--- config.mk ---
export PLATFORM = sky130hd
export DESIGN_NAME = vptl_gate_bank_pipe
export DESIGN_NICKNAME = d
export VERILOG_FILES = /design/src/rtl/vptl_gate_pkg.sv /design/src/rtl/vptl_sync_fifo.sv /design/src/rtl/vptl_gate_bank_pipe.sv
export SDC_FILE = /design/constraint.sdc
export NUM_CORES = 1
export LEC_CHECK = 0
export CORE_UTILIZATION = 40
export DETAILED_ROUTE_END_ITERATION = 10
export HOLD_SLACK_MARGIN = 0.08
export MAX_ROUTING_LAYER = met4
export PLACE_DENSITY = 0.63
export RECOVER_POWER = 25
export SKIP_LAST_GASP = 1
export SYNTH_ARGS = -nofsm -noshare
export SYNTH_HDL_FRONTEND = slang
export SYNTH_HIERARCHICAL = 1
export SYNTH_SLANG_ARGS = --single-unit
--- constraint.sdc ---
create_clock -name i_clk -period 3.7 [get_ports i_clk]
set_input_delay 0.555 -clock i_clk [delete_from_list [all_inputs] [get_ports i_clk]]
set_output_delay 0.555 -clock i_clk [all_outputs]
set_load 0.02 [all_outputs]
--- src/rtl/vptl_gate_pkg.sv ---
// Shared opcode encoding and per-bit gate evaluation for the gate bank pipe.
package vptl_gate_pkg;

  localparam int OPW = 3;

  typedef enum logic [OPW-1:0] {
    OP_NOT  = 3'd0,
    OP_AND  = 3'd1,
    OP_NAND = 3'd2,
    OP_OR   = 3'd3,
    OP_NOR  = 3'd4,
    OP_XOR  = 3'd5,
    OP_XNOR = 3'd6,
    OP_BUF  = 3'd7
  } gate_op_e;

  localparam gate_op_e OP_RST = OP_AND;

  // Operand b is a don't-care for the single-input ops (NOT, BUF).
  function automatic logic gate_eval(input gate_op_e op, input logic a, input logic b);
    logic z;
    unique case (op)
      OP_NOT:  z = ~a;
      OP_AND:  z = a & b;
      OP_NAND: z = ~(a & b);
      OP_OR:   z = a | b;
      OP_NOR:  z = ~(a | b);
      OP_XOR:  z = a ^ b;
      OP_XNOR: z = ~(a ^ b);
      default: z = a;
    endcase
    return z;
  endfunction

endpackage

--- src/rtl/vptl_sync_fifo.sv ---
// Power-of-two synchronous FIFO; when empty the output holds the last popped word.
module vptl_sync_fifo #(
  parameter int WIDTH = 4,
  parameter int DEPTH = 2
) (
  input  logic             clk,
  input  logic             rst,
  input  logic             push,
  input  logic [WIDTH-1:0] din,
  input  logic             pop,
  output logic [WIDTH-1:0] dout,
  output logic             full,
  output logic             empty
);

  localparam int AW = $clog2(DEPTH);
  localparam int CW = AW + 1;

  logic [WIDTH-1:0] mem_q [DEPTH];
  logic [WIDTH-1:0] mem_d [DEPTH];
  logic [AW-1:0]    wr_ptr_q, wr_ptr_d;
  logic [AW-1:0]    rd_ptr_q, rd_ptr_d;
  logic [CW-1:0]    cnt_q, cnt_d;
  logic [WIDTH-1:0] last_q, last_d;

  always_comb begin
    mem_d    = mem_q;
    wr_ptr_d = wr_ptr_q;
    rd_ptr_d = rd_ptr_q;
    cnt_d    = cnt_q;
    last_d   = last_q;
    if (push) begin
      mem_d[wr_ptr_q] = din;
      wr_ptr_d        = wr_ptr_q + 1'b1;
    end
    if (pop) begin
      last_d   = mem_q[rd_ptr_q];
      rd_ptr_d = rd_ptr_q + 1'b1;
    end
    unique case ({push, pop})
      2'b10:   cnt_d = cnt_q + CW'(1);
      2'b01:   cnt_d = cnt_q - CW'(1);
      default: cnt_d = cnt_q;
    endcase
  end

  always_ff @(posedge clk or posedge rst) begin
    if (rst) begin
      for (int i = 0; i < DEPTH; i++) mem_q[i] <= '0;
      wr_ptr_q <= '0;
      rd_ptr_q <= '0;
      cnt_q    <= '0;
      last_q   <= '0;
    end else begin
      mem_q    <= mem_d;
      wr_ptr_q <= wr_ptr_d;
      rd_ptr_q <= rd_ptr_d;
      cnt_q    <= cnt_d;
      last_q   <= last_d;
    end
  end

  assign full  = (cnt_q == CW'(DEPTH));
  assign empty = (cnt_q == '0);
  assign dout  = empty ? last_q : mem_q[rd_ptr_q];

endmodule

--- src/rtl/vptl_gate_bank_pipe.sv ---
// Bank of run-time programmable two-input gates feeding a result FIFO.
// Optional pop counter o_xfer_cnt is enabled by defining VPTL_GATE_STATS_EN.
module vptl_gate_bank_pipe
  import vptl_gate_pkg::*;
#(
  parameter int CHANNELS = 4,
  parameter int WIDTH    = 1,
  parameter int DEPTH    = 2
) (
  input  logic                                         i_clk,
  input  logic                                         i_rst,
  input  logic                                         i_cfg_we,
  input  logic [((CHANNELS > 1) ? $clog2(CHANNELS) : 1)-1:0] i_cfg_sel,
  input  logic [OPW-1:0]                               i_cfg_op,
  input  logic                                         i_valid,
  output logic                                         o_ready,
  input  logic [CHANNELS*WIDTH-1:0]                    i_a,
  input  logic [CHANNELS*WIDTH-1:0]                    i_b,
  output logic                                         o_valid,
  input  logic                                         i_ready,
`ifdef VPTL_GATE_STATS_EN
  output logic [15:0]                                  o_xfer_cnt,
`endif
  output logic [CHANNELS*WIDTH-1:0]                    o_z
);

  gate_op_e op_q [CHANNELS];
  gate_op_e op_d [CHANNELS];

  logic [CHANNELS-1:0][WIDTH-1:0] res;
  logic                           accept, pop, fifo_full, fifo_empty;

  always_comb begin
    op_d = op_q;
    if (i_cfg_we && (int'(i_cfg_sel) < CHANNELS)) op_d[i_cfg_sel] = gate_op_e'(i_cfg_op);
  end

  always_ff @(posedge i_clk or posedge i_rst) begin
    if (i_rst) begin
      for (int k = 0; k < CHANNELS; k++) op_q[k] <= OP_RST;
    end else begin
      op_q <= op_d;
    end
  end

  // Evaluated from op_q, so a config write landing on the accept edge only affects later transfers.
  for (genvar ch = 0; ch < CHANNELS; ch++) begin : g_ch
    for (genvar bt = 0; bt < WIDTH; bt++) begin : g_bit
      assign res[ch][bt] = gate_eval(op_q[ch], i_a[ch*WIDTH+bt], i_b[ch*WIDTH+bt]);
    end
  end

  assign accept  = i_valid && o_ready;
  assign pop     = o_valid && i_ready;
  assign o_ready = !fifo_full;
  assign o_valid = !fifo_empty;

  vptl_sync_fifo #(
    .WIDTH (CHANNELS*WIDTH),
    .DEPTH (DEPTH)
  ) u_fifo (
    .clk   (i_clk),
    .rst   (i_rst),
    .push  (accept),
    .din   (res),
    .pop   (pop),
    .dout  (o_z),
    .full  (fifo_full),
    .empty (fifo_empty)
  );

`ifdef VPTL_GATE_STATS_EN
  logic [15:0] xfer_cnt_q, xfer_cnt_d;

  always_comb begin
    xfer_cnt_d = xfer_cnt_q;
    if (pop && (xfer_cnt_q != 16'hFFFF)) xfer_cnt_d = xfer_cnt_q + 16'd1;
  end

  always_ff @(posedge i_clk or posedge i_rst) begin
    if (i_rst) xfer_cnt_q <= '0;
    else       xfer_cnt_q <= xfer_cnt_d;
  end

  assign o_xfer_cnt = xfer_cnt_q;
`endif

endmodule

After elaboration in Yosys (flattened, before gate mapping)

Cells that the tools add are included.

Add/sub/neg operators: 4
Multiply operators: 0
Divide/modulo/power cells: 0
$lt $le $gt $ge: 5
Equal/unequal tests: 27
Shift operators: 0
Muxes and demuxes: 15
Bitwise operators: 31
Reductions and logical operators: 12

Operator list:

| operator                                                    | number |
|---|---|
| equality test 3 bit (second input constant)                 | 12 |
| one-hot mux 1 bit (7 select lines)                          | 4 |
| equality test 3 x 2 -> 1 bit (second input constant)        | 8 |
| two-way mux 4 bit                                           | 5 |
| NOT 1 bit                                                   | 16 |
| bitwise mux 12 bit                                          | 1 |
| equality test 3 x 1 -> 1 bit (second input constant)        | 4 |
| logical NOT 3 bit                                           | 4 |
| bitwise mux 8 bit                                           | 1 |
| demux 3 bit (select 2 bit)                                  | 1 |
| bitwise AND 1 bit                                           | 4 |
| demux 4 bit (select 1 bit)                                  | 1 |
| equality test 2 bit (second input constant)                 | 2 |
| >= comparator 2 bit (second input constant)                 | 2 |
| logical AND 1 bit                                           | 4 |
| NOT 1 -> 2 bit                                              | 2 |
| OR 1 bit                                                    | 4 |
| one-hot mux 2 bit (2 select lines)                          | 1 |
| bitwise XOR 1 bit                                           | 4 |
| >= comparator 3 bit (second input constant)                 | 1 |
| less-than comparator 3 x 1 -> 1 bit (second input constant) | 1 |
| two-way mux 3 bit                                           | 1 |
| NOT 2 -> 3 bit                                              | 1 |
| adder 1 bit (second input constant)                         | 2 |
| 7 further kinds                                             | 8 |

Bits in registers: 28
Latch bits: 0
Bits in writable memories: 0
Bits in read-only memories: 0
Input bits: 18
Output and inout bits: 6
Memories: 0

Longest topological paths before layout

Gate-level depths: netlist of run 1.

Depth after elaboration: 6
Gate-level depth with buffers: 8

Hierarchy

Netlist of run 1, hierarchy kept.

By module, submodules not included:

| module              | instances | cells an instance | area each (sq um) |
|---|---|---|---|
| vptl_gate_bank_pipe | 1         | 80                | 943.4 |
| vptl_sync_fifo      | 1         | 61                | 723.2 |

Worst setup path before layout of run 1

No wires, ideal clock.

Path type: input port to flip-flop
From: in i_a[3]
To: reg u_fifo/mem_q[3] in the netlist's numbering
Setup time: 0.127 ns
Arrival: 1.853 ns
Required time: 3.573 ns
Slack: 1.720 ns
Stages: 5
Path buffers: 0
Cell sequence: inv_1 -> ha_1 -> mux2_4 -> mux4_2 -> mux2_1

RTL lines:

| element              | line                      | source |
|---|---|---|
| start, declared      | vptl_gate_bank_pipe.sv:17 | `input logic [CHANNELS*WIDTH-1:0] i_a,` |
| end signal, assigned | vptl_sync_fifo.sv:55      | `mem_q <= mem_d;` |
| end, declared        | vptl_sync_fifo.sv:19      | `logic [WIDTH-1:0] mem_q [DEPTH];` |

Final worst setup path of run 1

From: reg u_fifo.cnt_q[0]
To: out o_z[0]

Word-level cells in the longest chain between the ends: 2

RTL lines:

| element                | line                      | source |
|---|---|---|
| start, declared        | vptl_sync_fifo.sv:23      | `logic [CW-1:0] cnt_q, cnt_d;` |
| start signal, assigned | vptl_sync_fifo.sv:58      | `cnt_q <= cnt_d;` |
| logical NOT 2 bit      | vptl_sync_fifo.sv:64      | `assign empty = (cnt_q == '0);` |
| two-way mux 4 bit      | vptl_sync_fifo.sv:65      | `assign dout = empty ? last_q : mem_q[rd_ptr_q];` |
| end, declared          | vptl_gate_bank_pipe.sv:24 | `output logic [CHANNELS*WIDTH-1:0] o_z` |

No other way between the ends.

==> metrics.log, run 1 <==
[metrics] critical path startpoint category: register
[metrics] non-filler cells in the finished layout: 211
[metrics] # hold bufs at CTS: 0
[metrics] wire length after detailed routing: 2628 um
[metrics] x dimension of the die: 66.55 um
[metrics] met3 track utilization from global routing: 0.04110
[metrics] multiplexer fraction of the synthesized cell area: 0.2973
[metrics] fraction of the cycle the final worst path needs: 0.6733
[metrics] data arrival time of the critical path: 1.94 ns
[metrics] switching portion of total power: 0.3509
[metrics] number of antenna violations at the first check in global routing: 0
[metrics] Placeable Area: 0.004000 mm2
[metrics] skew final: 0.006309 ns
[metrics] clock-pin slew on the worst setup and hold paths: 0.09 ns
[metrics] Post-Place Cell Area: ~0.0019 mm2
[metrics] Setup Fix Bufs, Post-CTS: 0
[metrics] number of standard cells after synthesis: between 100 and 150
[metrics] total DRC errors in the routed layout: 0
[metrics] routability-driven placement congestion ratio: 0.7226
[metrics] number of top-level pins: 24
[metrics] path type of the worst min-delay path: register to register
[metrics] most used cells in the layout excluding fill and tap cells: dfrtp_1, clkdlybuf4s50_1, mux2_2, inv_1
[metrics] Fmax: 0.4014 GHz
[metrics] total global routing track utilization: 0.1443
[metrics] total via count in the routed design: 1,038
[metrics] result of the run: completed
[metrics] Warnings, synthesis: 6
[metrics] largest family of logic cells by synthesized area: multiplexers
[metrics] global-route congestion overflow total: 0
[metrics] reg2reg end: u_fifo/cnt_q[1]
[metrics] number of iterations in the first detailed-routing pass: 4
[metrics] critical path fanouts, max: 9
[metrics] area of the mapped netlist: around 0.0017 mm2
[metrics] worst hold path endpoint: u_fifo/cnt_q[1]
[metrics] Setup Crit Path Kind: register to primary output
[metrics] buffers plus inverters on the worst setup path: 1
[metrics] wire length of the first global-routing pass: 4664 um
[metrics] logic depth of the worst path, buffers included: 4
[metrics] compound-gate portion of the synthesized area: 0.03604
[metrics] slowest stage cell, crit path: clkdlybuf4s50_1
[metrics] Vert. Die Dim: around 67 um
[metrics] fraction of post-synthesis cell area in the top cell type by area: 0.3604
[metrics] cell types with the largest area share after synthesis: dfrtp_1, mux2_2, mux2i_1
[metrics] vias in the first global route: 1,059
[metrics] final-layout setup total negative slack: 0 ns
[metrics] Detailed Route Iter0 Violations: 22
[metrics] Syn Area/Cell: about 12 um2
[metrics] Std-Cell Rows: 23
[metrics] sequential area share after synthesis: 0.4234
[metrics] sequential group share of total power: 0.416
[metrics] commonest non-fill, non-tap cell in the layout: dfrtp_1
[metrics] met2 Track Usage GR: 0.2525
[metrics] adder and majority cell fraction of the synthesized area: 0.06757
[metrics] maximum vdd drop: 0.3152 mV
[metrics] initial standard-cell utilization of the core: 0.4166
[metrics] final hold viol count: 0
[metrics] cells along the critical path: or2_0, nor2_1, a21oi_1, clkdlybuf4s50_1
[metrics] half-perimeter wire length after placement: 2187 um
[metrics] TritonCTS sink count: 28
[metrics] Resized cells post-CTS: 0
[metrics] later-pin clock latency in the skew report: ~0.27 ns
[metrics] utilization after layout: 0.4845
[metrics] clock tree root driver cell: clkbuf_8
[metrics] fraction of final layout cells with drive strength greater than 1: 0.2236
[metrics] area share of xor/xnor cells in the synthesized design: 0.02628
[metrics] number of nets in the synthesized netlist: 168
[metrics] CTS tree: yes
[metrics] start point of the worst hold path: u_fifo/cnt_q[1]
[metrics] cell family contributing the most delay on the critical path: buffers and inverters
[metrics] met1 Track Usage GR: 0.1625
[metrics] synthesized-area fraction occupied by and/or/nand/nor cells: 0.07132
[metrics] placed instance count: slightly above 200
[metrics] Area Growth Syn to Fin: 16.29%
[metrics] routed vias/inst: 4.919
[metrics] diode count: 0
[metrics] Hold Crit Depth: 1
[metrics] power share of the combinational group: 0.455
[metrics] Synth Register Bits: 28
[metrics] final design area excluding fillers: 0.001938 mm2
[metrics] post-DR wirelength/cell: 12.45 um
[metrics] logic depth of the worst register-to-register path: 6
[metrics] pin count of the biggest net entering global routing: 17
[metrics] number of antenna-violating nets in the routed design: 0
[metrics] share of power burned in the clock network: 0.130
[metrics] reg2reg setup slack: 1.46 ns
[metrics] type of destination of the critical path: primary output
[metrics] Period minus WS final: 2.491 ns
[metrics] floorplan die area: 0.004429 mm2
[metrics] tightest slew margin relative to the limit: 0.5491
[metrics] Net Sw Power: between 400 and 500 uW
[metrics] count of unique library cells instantiated by Yosys: 25
[metrics] quantity of I/O buffers inserted on ports: 23
[metrics] number of clock buffers inserted by TritonCTS: 3
[metrics] power per cell area: 654.2 mW/mm2
[metrics] slew of the pin with the lowest slew margin: 0.6749 ns
[metrics] number of nets in the final layout: around 190
[metrics] worst-case clock buffer depth: 2
[metrics] number of H-tree levels: 1
[metrics] Slowest Stage Delay on Critical Path: 0.62 ns
[metrics] setup repair after global routing missed its margin: false
[metrics] largest area contributor in the netlist: dfrtp_1
[metrics] P_int: 823.1 uW
[metrics] startpoint of the worst register-to-register path: u_fifo/cnt_q[0]
[metrics] final setup vio count: 0
[metrics] reported leakage power: 0.8706 nW
[metrics] Max-cap violations: 0
[metrics] data required time of the critical path: 3.14 ns
[metrics] worst setup slack after placement: 1.094 ns
[metrics] crit path setup slack, layout: 1.209 ns
[metrics] global route hottest layer: met2
[metrics] Slew Viols, Final: 0
## state kept, by name, indices dropped and copies added, names as in the netlist
register and flops:
op_q 12, u_fifo/cnt_q 2, u_fifo/last_q 4, u_fifo/mem_q 8, u_fifo/rd_ptr_q 1, u_fifo/wr_ptr_q 1
## per-stage QoR
step           power (mW)  hold WS, ns
2_1_floorplan      0.9521       0.4168
3_3_place_gp        1.089       0.4672
3_5_place_dp        1.119       0.4765
4_1_cts             1.283       0.4917
5_1_grt             1.369       0.5173
6_report            1.268       0.4899
## power groups by stage
stage | combinational (mW) | clock, mW | sequential [mW]
final | 0.576 | 0.164 | 0.527
after global routing | 0.635 | 0.187 | 0.546
after CTS | 0.585 | 0.169 | 0.529
after detailed placement | 0.582 | 0 | 0.536
after global placement | 0.561 | 0 | 0.528
after floorplan | 0.463 | 0 | 0.489
## worst register-to-register path: cells and delay by family (launching register included)
| kind | cells | cell delay (ns) |
|---|---|---|
| simple gates | 3 | 1.10 |
| flops | 1 | 0.43 |
| fa+ha+maj | 1 | 0.37 |
| xor+xnor | 1 | 0.16 |
| buf+inv | 1 | 0.12 |
## worst max-delay path by stage
stage | startpoint | to | slack, ns
6_report | u_fifo/cnt_q[0] | o_z[0] | 1.21
5_1_grt | u_fifo/cnt_q[0] | o_z[0] | 1.09
2_1_floorplan | i_a[3] | u_fifo/mem_q[3] | 1.72
3_3_place_gp | i_a[3] | u_fifo/mem_q[3] | 1.17
3_5_place_dp | i_a[3] | u_fifo/mem_q[3] | 1.09
4_1_cts | u_fifo/cnt_q[0] | o_z[0] | 1.18
## cell type report
type | instances | area (um2)
timing repair buffer | 23 | 230.2
multi-input combinational | 89 | 830.8
clock buffer | 4 | 45.04
tap | 50 | 62.56
fill | 348 | 2062
sequential | 28 | 705.7
inverter | 17 | 63.81
## metal layers
layer,vias up,part of all wire
met5,-,0
met1,494,0.43
met2,25,0.52
li1,515,-
met3,4,0.039
met4,0,0.0080
## Yosys cell counts, drive strengths merged
cell type,instances
mux4,4
nand3b,2
mux2,24
mux2i,12
ha,9
nand3,1
xnor2,2
xor2,3
a21oi,11
o21ai,1
nor2,13
inv,17
buf,7
dfrtp,24
or2,1
nor2b,3
nor3b,1
nand2,2
dfstp,4
## cell families after synthesis
logic type               after synthesis
buffers and inverters                 24
AO/OA/AOI/OAI                         12
flip-flops                            28
adder cells (fa/ha/maj)                9
AND/OR/NAND/NOR                       23
XOR/XNOR                               5
multiplexers                          40
No activity file was read; power rests on OpenSTA's default activity.
==> run 2: changes to the inputs <==
==> constraint.sdc (replaced) <==
create_clock -name i_clk -period 2.5 [get_ports i_clk]
set_input_delay 0.375 -clock i_clk [delete_from_list [all_inputs] [get_ports i_clk]]
set_output_delay 0.375 -clock i_clk [all_outputs]
set_load 0.02 [all_outputs]
==> run 2 against run 1 <==
Sequential share of layout area shrank 0.14 points; utilization grew 0.19 points; critical endpoint unchanged; clock skew grew 0.00091 ns; cell count grew 0.47%; total power grew 48%; die area is the same; clock-buffer cell count is the same; largest cell class unchanged.
==> metrics.log, run 2 (same netlist as run 1, synthesis figures left out) <==
[metrics] number of clock buffers inserted by TritonCTS: 3
[metrics] cells along the critical path: or2_0, nor2_1, a21oi_1, clkdlybuf4s50_1
[metrics] Post-Place Cell Area: roughly 0.0019 mm2
[metrics] non-filler cells in the finished layout: 212
[metrics] buffers plus inverters on the worst setup path: 1
[metrics] start point of the worst hold path: u_fifo/cnt_q[1]
[metrics] utilization after layout: 0.4864
[metrics] path type of the worst min-delay path: register to register
[metrics] critical path fanouts, max: 9
[metrics] placed instance count: between 200 and 250
[metrics] Max-cap violations: 0
[metrics] worst-case clock buffer depth: 2
[metrics] x dimension of the die: approximately 67 um
[metrics] Net Sw Power: 657.7 uW
[metrics] startpoint of the worst register-to-register path: u_fifo/cnt_q[0]
[metrics] pin count of the biggest net entering global routing: 17
[metrics] diode count: 0
[metrics] number of antenna-violating nets in the routed design: 0
[metrics] worst hold path endpoint: u_fifo/cnt_q[1]
[metrics] reg2reg end: u_fifo/cnt_q[1]
[metrics] Area Growth Syn to Fin: 16.74%
[metrics] Vert. Die Dim: between 60 and 70 um
[metrics] P_int: 1.224 mW
[metrics] vias in the first global route: 1,030
[metrics] registers with the most flip-flops: op_q (12), u_fifo/mem_q (8), u_fifo/last_q (4)
[metrics] total DRC errors in the routed layout: 0
[metrics] data required time of the critical path: 2.12 ns
[metrics] maximum vdd drop: just under 0.4 mV
[metrics] final setup vio count: 0
[metrics] result of the run: completed
[metrics] # hold bufs at CTS: 0
[metrics] Hold WS: 0.4788 ns
[metrics] number of H-tree levels: 1
[metrics] worst setup slack after placement: 0.08645 ns
[metrics] fillcell total: 363
[metrics] power share of the combinational group: 0.457
[metrics] cell family contributing the most delay on the critical path: buffers and inverters
[metrics] critical path startpoint category: register
[metrics] power per cell area: slightly below 1000 mW/mm2
[metrics] commonest non-fill, non-tap cell in the layout: dfrtp_1
[metrics] Slew Viols, Final: 0
[metrics] quantity of I/O buffers inserted on ports: 23
[metrics] slew of the pin with the lowest slew margin: 0.5967 ns
[metrics] CTS tree: yes
[metrics] fraction of final layout cells with drive strength greater than 1: 0.2284
[metrics] data arrival time of the critical path: 1.92 ns
[metrics] Slowest Stage Delay on Critical Path: 0.62 ns
[metrics] switching portion of total power: 0.3495
[metrics] Period minus WS final: around 2.3 ns
[metrics] final total power: 1.882 mW
[metrics] Hold Crit Depth: 1
[metrics] Fmax: 0.4361 GHz
[metrics] total global routing track utilization: 0.1404
[metrics] global-route congestion overflow total: 0
[metrics] Detailed Route Iter0 Violations: 15
[metrics] number of iterations in the first detailed-routing pass: 2
[metrics] sequential group share of total power: 0.414
[metrics] Std-Cell Rows: 23
[metrics] routability-driven placement congestion ratio: 0.7033
[metrics] wire length of the first global-routing pass: about 4600 um
[metrics] reported leakage power: 0.8756 nW
[metrics] TritonCTS sink count: 28
[metrics] Most flops, register: op_q
[metrics] Resized cells post-CTS: 0
[metrics] crit path setup slack, layout: 0.2068 ns
[metrics] total via count in the routed design: 1,046
[metrics] Placeable Area: roughly 0.0040 mm2
[metrics] fraction of the cycle the final worst path needs: 0.9173
[metrics] floorplan die area: 0.004429 mm2
[metrics] share of power burned in the clock network: 0.129
[metrics] number of top-level pins: 24
[metrics] later-pin clock latency in the skew report: between 0.2 and 0.3 ns
[metrics] clock-pin slew on the worst setup and hold paths: ~0.09 ns
[metrics] final hold viol count: 0
[metrics] initial standard-cell utilization of the core: 0.4166
[metrics] post-DR wirelength/cell: 12.39 um
[metrics] number of antenna violations at the first check in global routing: 0
[metrics] flip-flop count of the largest register after layout: 12
[metrics] most used cells in the layout excluding fill and tap cells: dfrtp_1, clkdlybuf4s50_1, mux2_2, inv_1
[metrics] skew final: ~0.0072 ns
[metrics] type of destination of the critical path: primary output
[metrics] clock tree root driver cell: clkbuf_8
[metrics] slowest stage cell, crit path: clkdlybuf4s50_1
[metrics] reg2reg setup slack: roughly 0.67 ns
[metrics] final design area excluding fillers: slightly below 0.002 mm2
[metrics] wire length after detailed routing: 2627 um
[metrics] setup repair after global routing missed its margin: false
[metrics] routed vias/inst: 4.934
[metrics] half-perimeter wire length after placement: 2182 um
[metrics] number of nets in the final layout: 190
[metrics] final-layout setup total negative slack: 0 ns
[metrics] logic depth of the worst register-to-register path: 7
[metrics] tightest slew margin relative to the limit: 0.6017
[metrics] Setup Fix Bufs, Post-CTS: 0
[metrics] Setup Crit Path Kind: register to primary output
==> run 2: metal layers <==
| layer | up-vias | part of all wire | wire (um) | global-route usage |
|---|---|---|---|---|
| li1 | 519 | - | - | - |
| met1 | 505 | 0.43 | 1126 | 0.1618 |
| met2 | 20 | 0.53 | 1398 | 0.2475 |
| met3 | 2 | 0.034 | 89 | 0.03596 |
| met4 | 0 | 0.0049 | 13 | 0.02394 |
| met5 | - | 0 | 0 | - |
==> run 2: power by group through the flow <==
stage	sequential [mW]	combinational [mW]	clock (mW)
finish	0.778	0.861	0.243
floorplan	0.723	0.686	0
global placement	0.781	0.838	0
global route	0.807	0.950	0.276
detailed placement	0.792	0.872	0
CTS	0.782	0.875	0.252
==> run 2: worst max-delay path by stage <==
stage | slack, ns | end | cells past startpoint | start
detailed placement | 0.09 | u_fifo/mem_q[3] | 6 | i_a[3]
global route | 0.08 | o_z[2] | 4 | u_fifo/cnt_q[0]
CTS | 0.16 | o_z[0] | 4 | u_fifo/cnt_q[0]
finish | 0.21 | o_z[0] | 4 | u_fifo/cnt_q[0]
global placement | 0.15 | u_fifo/mem_q[3] | 6 | i_a[3]
floorplan | 0.70 | u_fifo/mem_q[3] | 5 | i_a[3]
==> run 2: layout make-up <==
class                           count  area (um2)  area share
Inverter                           17       63.81     0.03280
Timing Repair Buffer               24       237.7      0.1222
Sequential cell                    28       705.7      0.3627
Tap cell                           50       62.56     0.03215
Multi-Input combinational cell     89       830.8      0.4270
Clock buffer                        4       45.04     0.02315
==> run 3: changes to the inputs <==
--- a/config.mk
+++ b/config.mk
@@ -6,6 +6,7 @@
 export NUM_CORES = 1
 export LEC_CHECK = 0
 export CORE_UTILIZATION = 40
+export CTS_CLUSTER_DIAMETER = 80
 export DETAILED_ROUTE_END_ITERATION = 10
 export HOLD_SLACK_MARGIN = 0.08
 export MAX_ROUTING_LAYER = met4
==> results of run 3 <==
No change in the layout: final DEF, timing and power equal those of run 2.
